### src/rtl/trap_ctrl.sv
// Trap sequencer: catches ecall/unimp/mret in EX, stalls and flushes the pipe,
// issues ordered CSR writes and redirects the PC. Define TRAP_MTVAL_EN to add the mtval write.
module trap_ctrl #(
  parameter int XLEN          = 32,
  parameter int CAUSE_ECALL   = 11,
  parameter int CAUSE_ILLEGAL = 2
) (
  input  logic            clk,
  input  logic            rst_n,
  input  logic            ex_valid,
  input  logic [31:0]     ex_inst,
  input  logic [XLEN-1:0] ex_pc,
  input  logic [XLEN-1:0] mtvec_in,
  input  logic [XLEN-1:0] mepc_in,
  input  logic [XLEN-1:0] mstatus_in,
  output logic            csr_wr_valid,
  output logic [11:0]     csr_wr_addr,
  output logic [XLEN-1:0] csr_wr_data,
  input  logic            csr_wr_ready,
  output logic            stall,
  output logic            flush,
  output logic            redirect_valid,
  output logic [XLEN-1:0] redirect_pc,
  output logic            busy
);

  // state     | meaning
  // IDLE      | watching EX for ecall / unimp / mret
  // FLUSH     | one-cycle kill of IF/ID/EX
  // WR_EPC    | write mepc = trapping pc
  // WR_CAUSE  | write mcause
  // WR_TVAL   | write mtval (TRAP_MTVAL_EN only)
  // WR_STATUS | write updated mstatus (trap entry or mret)
  // REDIRECT  | one-cycle PC load, then back to IDLE
  localparam logic [2:0] IDLE      = 3'd0;
  localparam logic [2:0] FLUSH     = 3'd1;
  localparam logic [2:0] WR_EPC    = 3'd2;
  localparam logic [2:0] WR_CAUSE  = 3'd3;
`ifdef TRAP_MTVAL_EN
  localparam logic [2:0] WR_TVAL   = 3'd4;
`endif
  localparam logic [2:0] WR_STATUS = 3'd5;
  localparam logic [2:0] REDIRECT  = 3'd6;

  localparam logic [31:0] INST_ECALL = 32'h0000_0073;
  localparam logic [31:0] INST_UNIMP = 32'hc000_1073;
  localparam logic [31:0] INST_MRET  = 32'h3020_0073;

  localparam logic [11:0] ADDR_MSTATUS = 12'h300;
  localparam logic [11:0] ADDR_MEPC    = 12'h341;
  localparam logic [11:0] ADDR_MCAUSE  = 12'h342;
`ifdef TRAP_MTVAL_EN
  localparam logic [11:0] ADDR_MTVAL   = 12'h343;
`endif

  logic [2:0]      state, state_nxt;
  logic [XLEN-1:0] pc_q;
  logic [30:0]     cause_q;
  logic            is_mret_q;
  logic [XLEN-1:0] mstatus_q;
`ifdef TRAP_MTVAL_EN
  logic [31:0]     inst_q;
`endif

  logic            is_ecall, is_unimp, is_mret, trap_hit;
  logic            wr_done;
  logic [XLEN-1:0] status_data;
  logic            unused_tvec_bits;

  // The low mtvec bits select vectored mode, which this core does not use.
  assign unused_tvec_bits = &{1'b0, mtvec_in[1:0]};

  assign is_ecall = (ex_inst == INST_ECALL);
  assign is_unimp = (ex_inst == INST_UNIMP);
  assign is_mret  = (ex_inst == INST_MRET);
  assign trap_hit = ex_valid && (state == IDLE) && (is_ecall || is_unimp || is_mret);
  assign wr_done  = csr_wr_valid && csr_wr_ready;

  always_comb begin
    status_data        = mstatus_q;
    status_data[12:11] = 2'b11;
    if (is_mret_q) begin
      status_data[3] = mstatus_q[7];
      status_data[7] = 1'b1;
    end else begin
      status_data[7] = mstatus_q[3];
      status_data[3] = 1'b0;
    end
  end

  always_comb begin
    state_nxt = state;
    case (state)
      IDLE:      if (trap_hit) state_nxt = FLUSH;
      FLUSH:     state_nxt = is_mret_q ? WR_STATUS : WR_EPC;
      WR_EPC:    if (wr_done) state_nxt = WR_CAUSE;
`ifdef TRAP_MTVAL_EN
      WR_CAUSE:  if (wr_done) state_nxt = WR_TVAL;
      WR_TVAL:   if (wr_done) state_nxt = WR_STATUS;
`else
      WR_CAUSE:  if (wr_done) state_nxt = WR_STATUS;
`endif
      WR_STATUS: if (wr_done) state_nxt = REDIRECT;
      REDIRECT:  state_nxt = IDLE;
      default:   state_nxt = IDLE;
    endcase
  end

  always_ff @(posedge clk or negedge rst_n) begin
    if (!rst_n) begin
      state     <= IDLE;
      pc_q      <= '0;
      cause_q   <= '0;
      is_mret_q <= 1'b0;
      mstatus_q <= '0;
    end else begin
      state <= state_nxt;
      if (trap_hit) begin
        pc_q      <= ex_pc;
        cause_q   <= is_ecall ? 31'(CAUSE_ECALL) : is_unimp ? 31'(CAUSE_ILLEGAL) : 31'd0;
        is_mret_q <= is_mret;
        mstatus_q <= mstatus_in;
      end
    end
  end

`ifdef TRAP_MTVAL_EN
  always_ff @(posedge clk or negedge rst_n) begin
    if (!rst_n) begin
      inst_q <= '0;
    end else if (trap_hit) begin
      inst_q <= ex_inst;
    end
  end
`endif

  // Outputs decode from state only, so an async reset clears them at once.
  always_comb begin
    csr_wr_valid   = 1'b0;
    csr_wr_addr    = '0;
    csr_wr_data    = '0;
    flush          = 1'b0;
    redirect_valid = 1'b0;
    redirect_pc    = '0;
    case (state)
      FLUSH: flush = 1'b1;
      WR_EPC: begin
        csr_wr_valid = 1'b1;
        csr_wr_addr  = ADDR_MEPC;
        csr_wr_data  = pc_q;
      end
      WR_CAUSE: begin
        csr_wr_valid = 1'b1;
        csr_wr_addr  = ADDR_MCAUSE;
        csr_wr_data  = XLEN'({1'b0, cause_q});
      end
`ifdef TRAP_MTVAL_EN
      WR_TVAL: begin
        csr_wr_valid = 1'b1;
        csr_wr_addr  = ADDR_MTVAL;
        csr_wr_data  = (cause_q == 31'(CAUSE_ILLEGAL)) ? XLEN'(inst_q) : '0;
      end
`endif
      WR_STATUS: begin
        csr_wr_valid = 1'b1;
        csr_wr_addr  = ADDR_MSTATUS;
        csr_wr_data  = status_data;
      end
      REDIRECT: begin
        redirect_valid = 1'b1;
        redirect_pc    = is_mret_q ? mepc_in : {mtvec_in[XLEN-1:2], 2'b00};
      end
      default: ;
    endcase
  end

  assign stall = (state != IDLE);
  assign busy  = (state != IDLE);

endmodule

### config.mk
export PLATFORM = sky130hd
export DESIGN_NAME = trap_ctrl
export DESIGN_NICKNAME = d
export VERILOG_FILES = /design/src/rtl/trap_ctrl.sv
export SDC_FILE = /design/constraint.sdc
export NUM_CORES = 1
export LEC_CHECK = 0
export CORE_MARGIN = 3
export CORE_UTILIZATION = 33
export DETAILED_ROUTE_END_ITERATION = 8
export GPL_TIMING_DRIVEN = 0
export PLACE_DENSITY = 0.78
export SKIP_CTS_REPAIR_TIMING = 1
export SLEW_MARGIN = 20
export SYNTH_ARGS = -nofsm -noshare
export SYNTH_HDL_FRONTEND = slang
export SYNTH_SLANG_ARGS = --single-unit
### constraint.sdc
create_clock -name clk -period 2.5 [get_ports clk]
set_input_delay 0.75 -clock clk [delete_from_list [all_inputs] [get_ports clk]]
set_output_delay 0.75 -clock clk [all_outputs]
set_load 0.1 [all_outputs]
==> metrics.txt, run 1 <==
final wirelength=14.89 mm; number of flops mapped to enable cells by yosys=0; worst r2r dst=mstatus_q[19]; final slew viol count=0; DP Cell Count=701; Clock Pin Slew Worst Setup and Hold Paths=60 ps; share of cells above drive strength 1=50.75%; pin count of the biggest net entering global routing=43; synth warn=0; fin cells=743; Avg Vias per Cell=4.980; r2r worst-path depth=8; GRT Total Usage=20.40%; Synth async-reset ratio=100.0%; initial antenna violation count=0; Crit path arrival time=1780 ps; minimum clock period=2528 ps; VDD IR max=1059 uV; dpl ws=-1297 ps; hpwl dp=10.48 mm; Die ar.=0.01259 mm^2; post-route worst setup slack=-28.48 ps; Syn Std Cell Area=0.003722 mm^2; Rows=38; worst-margin pin slew=548.7 ps; clk sinks=68; failing checks=negative setup slack; total congestion overflow=0; post-layout util=75.73%; first-pass GRT wire length=20.47 mm; Initial Util=34.04%; DR iter-0 viols=114; Final Setup Violations=11; total number of vias=3700; Max Fclk=395.5 MHz; Crit path required time=1750 ps; die span in x=112.2 um; Pre-antenna DRT Iters=4; Fin. Hold Viols=0; antenna fix cells=0; gpl congestion=0.8293; post-synthesis average cell area=11.60 um^2; outcome=finished, violations left; static leakage=4.173 nW; Port Buffers=233; worst min path class=in -> async; H-tree levels=3; clk root buf=clkbuf_16; Setup CP Type=reg -> out; Worst Path Max Fanout=10; Synth Flop Type=dfrtp_1; P&R area growth vs syn=122.5%; final worst-path cycle share=101.1%; reg2reg start=state[1]; CP Launch Type=flip-flop; Seq cells post-synth=68; Clock Path Buffers=2; DRC errors left=0; clock skew=4.166 ps; Min Hold Slack=336.8 ps; core box area=0.01094 mm^2; sequential share of the synthesized area=45.71%; Post-DRT Antenna Nets=0; Final #Nets=762; TritonCTS Buffers=9; clock latency on the worst-skew pair=320 ps; FF-to-FF setup slack=60 ps; Max Cap Violations=0; Die H=112.2 um; RSZ-0062 raised after global routing=true; io pins=245; number of global-route vias before repair=3942; pwr dens=569.5 mW/mm^2; Routed wire per std cell=20.04 um; post-synth cell types=39; TritonCTS clock tree=done; crit end category=output port; Rel. slew slack=63.57%; Mapped Cells=321
==> worst max-delay path: stages (launching register included) <==
cell,delay (ps)
dfrtp_1,370
buf_6,130
nand2b_4,180
nor2_4,140
buf_12,150
buf_12,140
a22o_2,150
buf_8,190
==> placed cells by master (no fill, tap or decap), types with 4 or more instances in the layout <==
| cell type | instances |
|---|---|
| dfrtp_1 | 67 |
| buf_8 | 14 |
| nor2_4 | 14 |
| mux2i_1 | 28 |
| inv_1 | 4 |
| a22o_2 | 9 |
| nand2_1 | 5 |
| conb_1 | 7 |
| nand2_4 | 7 |
| clkdlybuf4s50_1 | 125 |
| buf_4 | 33 |
| dlymetal6s2s_1 | 33 |
| mux2i_2 | 5 |
| mux2_2 | 4 |
| a22o_4 | 17 |
| buf_6 | 31 |
| clkbuf_16 | 18 |
| mux2_4 | 58 |
| buf_12 | 39 |
| nor2_2 | 17 |
| clkbuf_2 | 4 |
==> registers in the layout (all words and copies together) (netlist names) <==
signal	count
cause_q	2
mstatus_q	30
pc_q	32
state	3
is_mret_q	1
==> per-layer routing <==
metal  up-vias  track usage [%]  part of all wire (%)
met4         0            6.250                   2.6
met5         -                0                     0
li1       1702                -                     -
met3        27            6.846                   6.9
met2       160            37.86                    55
met1      1811            21.80                    36
==> cells in the mapped netlist, types with 3 or more instances <==
| cell | instances | share of area [%] |
|---|---|---|
| dfrtp_1 | 68 | 46 |
| mux2_2 | 58 | 18 |
| nor2_1 | 34 | 3.4 |
| mux2i_1 | 33 | 8.9 |
| a22o_1 | 26 | 6.1 |
| clkbuf_1 | 13 | 1.3 |
| nand2_1 | 12 | 1.2 |
| buf_4 | 10 | 2.0 |
| buf_6 | 7 | 2.1 |
| o21ai_0 | 6 | 0.81 |
| inv_1 | 5 | 0.50 |
| nor4_1 | 5 | 0.84 |
| mux2_1 | 4 | 1.2 |
| and3_1 | 3 | 0.50 |
| buf_1 | 3 | 0.30 |
| nand4_1 | 3 | 0.50 |
| nor3_1 | 3 | 0.40 |
==> power breakdown <==
part | internal [W] | switching (W) | leakage (nW) | total (W)
clock network | 0.00100 | 0.000465 | 0.169 | 0.00147
registers | 0.00112 | 0.0000187 | 0.937 | 0.00114
logic | 0.000764 | 0.00135 | 3.07 | 0.00211
total | 0.00289 | 0.00183 | 4.17 | 0.00472
==> worst max path at each step <==
stage                     startpoint              end  slack [ps]  cells past startpoint
after floorplan             state[1]   redirect_pc[0]        -360                      6
after global placement         rst_n         pc_q[28]       -1530                      1
after detailed placement    state[2]  csr_wr_data[29]       -1300                      6
after CTS                   state[2]  csr_wr_data[29]       -1650                      6
after global routing        state[1]  csr_wr_data[29]         -90                      5
final                       state[2]  csr_wr_data[14]         -30                      7
==> metrics by stage <==
step | area [um^2] | TNS, ps | total power, W
finish | 8282 | -189.6 | 0.004717
global route | 8282 | -1539 | 0.004878
CTS | 7161 | -130640 | 0.004496
detailed placement | 6810 | -125650 | 0.003011
global placement | 6793 | -223970 | 0.002992
floorplan | 4285 | -13760 | 0.002418
==> cell families after synthesis <==
| group | after synthesis | share of synthesized area (%) |
|---|---|---|
| and+or+nand+nor | 78 | 11.16 |
| other | 1 | 0.1007 |
| muxes | 95 | 27.63 |
| buffers and inverters | 39 | 6.387 |
| DFF | 68 | 45.71 |
| AOI/OAI and AO/OA | 40 | 9.009 |
==> final cells by class <==
| type | instances | area (um^2) |
|---|---|---|
| Clock inverter | 6 | 111.4 |
| Buffer | 32 | 374.1 |
| Timing Repair Buffer | 262 | 3161 |
| Multi-Input combinational cell | 220 | 2496 |
| Clock buffer | 10 | 239.0 |
| Fill cell | 705 | 2654 |
| Tap cell | 140 | 175.2 |
| Sequential cell | 68 | 1703 |
| Inverter | 5 | 22.52 |
No activity file was read; power rests on OpenSTA's default activity.
==> run 2, diff against run 1 <==
Settings changed: CTS_BUF_LIST set to sky130_fd_sc_hd__clkbuf_16, TNS_END_PERCENT set to 100.
==> metrics.txt, run 2 (same netlist as run 1, synthesis figures left out) <==
Clock Path Buffers=2 (unchanged); post-route worst setup slack=-27.38 ps (+1.105 ps); clk root buf=clkbuf_16; Crit path arrival time=1780 ps (about the same); Rows=38 (unchanged); final worst-path cycle share=101.1% (about the same); CP Launch Type=flip-flop; clock skew=5.346 ps (+1.180 ps); crit end category=output port; Worst Path Max Fanout=10 (unchanged); final wirelength=14.84 mm (-0.29%); total number of vias=3693 (-0.19%); fin cells=741 (-0.27%); Rel. slew slack=34.26% (-29 points); Largest stage delay, worst path=370 ps (about the same); Fin. Hold Viols=0 (unchanged); P&R area growth vs syn=121.6%; buffers plus inverters on the worst setup path=4 (unchanged); RSZ-0062 raised after global routing=true; worst min path class=in -> async; Routed wire per std cell=20.03 um (about the same); worst-path cell chain=buf_6, nand2b_4, nor2_4, buf_12, buf_12, a22o_2, buf_8; Max Fclk=395.7 MHz (about the same); Die ar.=0.01259 mm^2 (unchanged); Post-DRT Antenna Nets=0 (unchanged); most frequent cells in the layout=125 x clkdlybuf4s50_1, 67 x dfrtp_1, 58 x mux2_4; hpwl dp=10.48 mm (unchanged); antenna fix cells=0 (unchanged); most frequent cell on the critical path=buf_12; pin count of the biggest net entering global routing=43 (unchanged); DRC errors left=0 (unchanged); gpl congestion=0.8293 (unchanged); TritonCTS Buffers=9 (unchanged); initial antenna violation count=0 (unchanged); FF-to-FF setup slack=90 ps (+30 ps); Initial Util=34.04% (unchanged); Design Power=0.004697 W (-0.42%); Final #Nets=760 (-0.26%); commonest non-fill, non-tap cell in the layout=clkdlybuf4s50_1; Final Setup Violations=10 (-1); Worst path slowest cell=dfrtp_1; H-tree levels=3 (unchanged); minimum clock period=2527 ps (-1.105 ps); share of cells above drive strength 1=50.25% (-0.50 points); Avg Vias per Cell=4.984 (about the same); Clock Pin Slew Worst Setup and Hold Paths=60 ps (about the same); Largest register FFs=32 (unchanged); pwr dens=569.4 mW/mm^2 (about the same); Setup CP Type=reg -> out; most flop-heavy register=pc_q; outcome=finished, violations left; io pins=245 (unchanged); Port Buffers=233 (unchanged); Max Cap Violations=0 (unchanged); total congestion overflow=0 (unchanged); clk sinks=68 (unchanged); DP Cell Count=701 (unchanged); dpl ws=-1297 ps (unchanged); VDD IR max=1077 uV (+1.8%); post-layout util=75.43% (-0.30 points); biggest regs=pc_q (32), mstatus_q (30), state (3); worst-margin pin slew=984.4 ps (+435.7 ps); final slew viol count=0 (unchanged); TritonCTS clock tree=done; static leakage=4.163 nW (-0.24%); Die H=112.2 um (unchanged); Pre-antenna DRT Iters=4 (unchanged); first-pass GRT wire length=20.44 mm (-0.14%); GRT Total Usage=20.37% (-0.034 points); number of global-route vias before repair=3944 (+0.051%); DR iter-0 viols=152 (+33%); clock latency on the worst-skew pair=320 ps (about the same); failing checks=negative setup slack; crit-path leading delay family=buffers and inverters; die span in x=112.2 um (unchanged); Crit path required time=1750 ps (about the same); core box area=0.01094 mm^2 (unchanged)
[run 2: stage by stage]
step	instance area [um^2]	hold WS (ps)	TNS (ps)
floorplan	4285	449.5	-13760
global placement	6793	479.3	-223970
detailed placement	6810	486.4	-125650
CTS	7151	339.2	-130670
global route	8249	345.4	-1490
finish	8249	336.0	-162.2
[run 2: worst paths after layout]
| kind | start | endpoint | cells after the start |
|---|---|---|---|
| max | state[2] | csr_wr_data[14] | 7 |
| min | rst_n | mstatus_q[4] | 1 |
| max reg2reg | state[1] | mstatus_q[24] | 7 |
| min reg2reg | cause_q[1] | cause_q[1] | 1 |
| max in group asynchronous | rst_n | pc_q[30] | 2 |
| min in group clk | cause_q[1] | cause_q[1] | 1 |
[run 2: cell type report]
| type | instances | area, um^2 |
|---|---|---|
| fill | 719 | 2686 |
| multi-input combinational | 220 | 2496 |
| inverter | 5 | 22.52 |
| sequential | 68 | 1703 |
| clock buffer | 9 | 225.2 |
| tap | 140 | 175.2 |
| clock inverter | 7 | 115.1 |
| timing repair buffer | 260 | 3138 |
| buffer | 32 | 374.1 |
[run 2: power by group]
group	internal [W]	switching, W
clock network	0.000970	0.000472
logic	0.000771	0.00134
registers	0.00112	0.0000187
total	0.00286	0.00183
[run 2: worst register-to-register path: stages, from the launching register on]
cell       delay, ps
dfrtp_1          370
buf_6            140
or3_4            380
nand4b_4         210
a2111oi_4        410
clkbuf_16        270
buf_8            190
mux2_4           320
[run 2: layer usage]
metal  track usage [%]  part of all wire [%]  vias up  routed length (um)
met5                 0                     0        -                   0
met4             7.452                   2.5        0                 367
met3             6.038                   6.9       24                1018
met2             37.74                    55      155                8099
met1             21.80                    36     1816                5359
li1                  -                     -     1698                   -
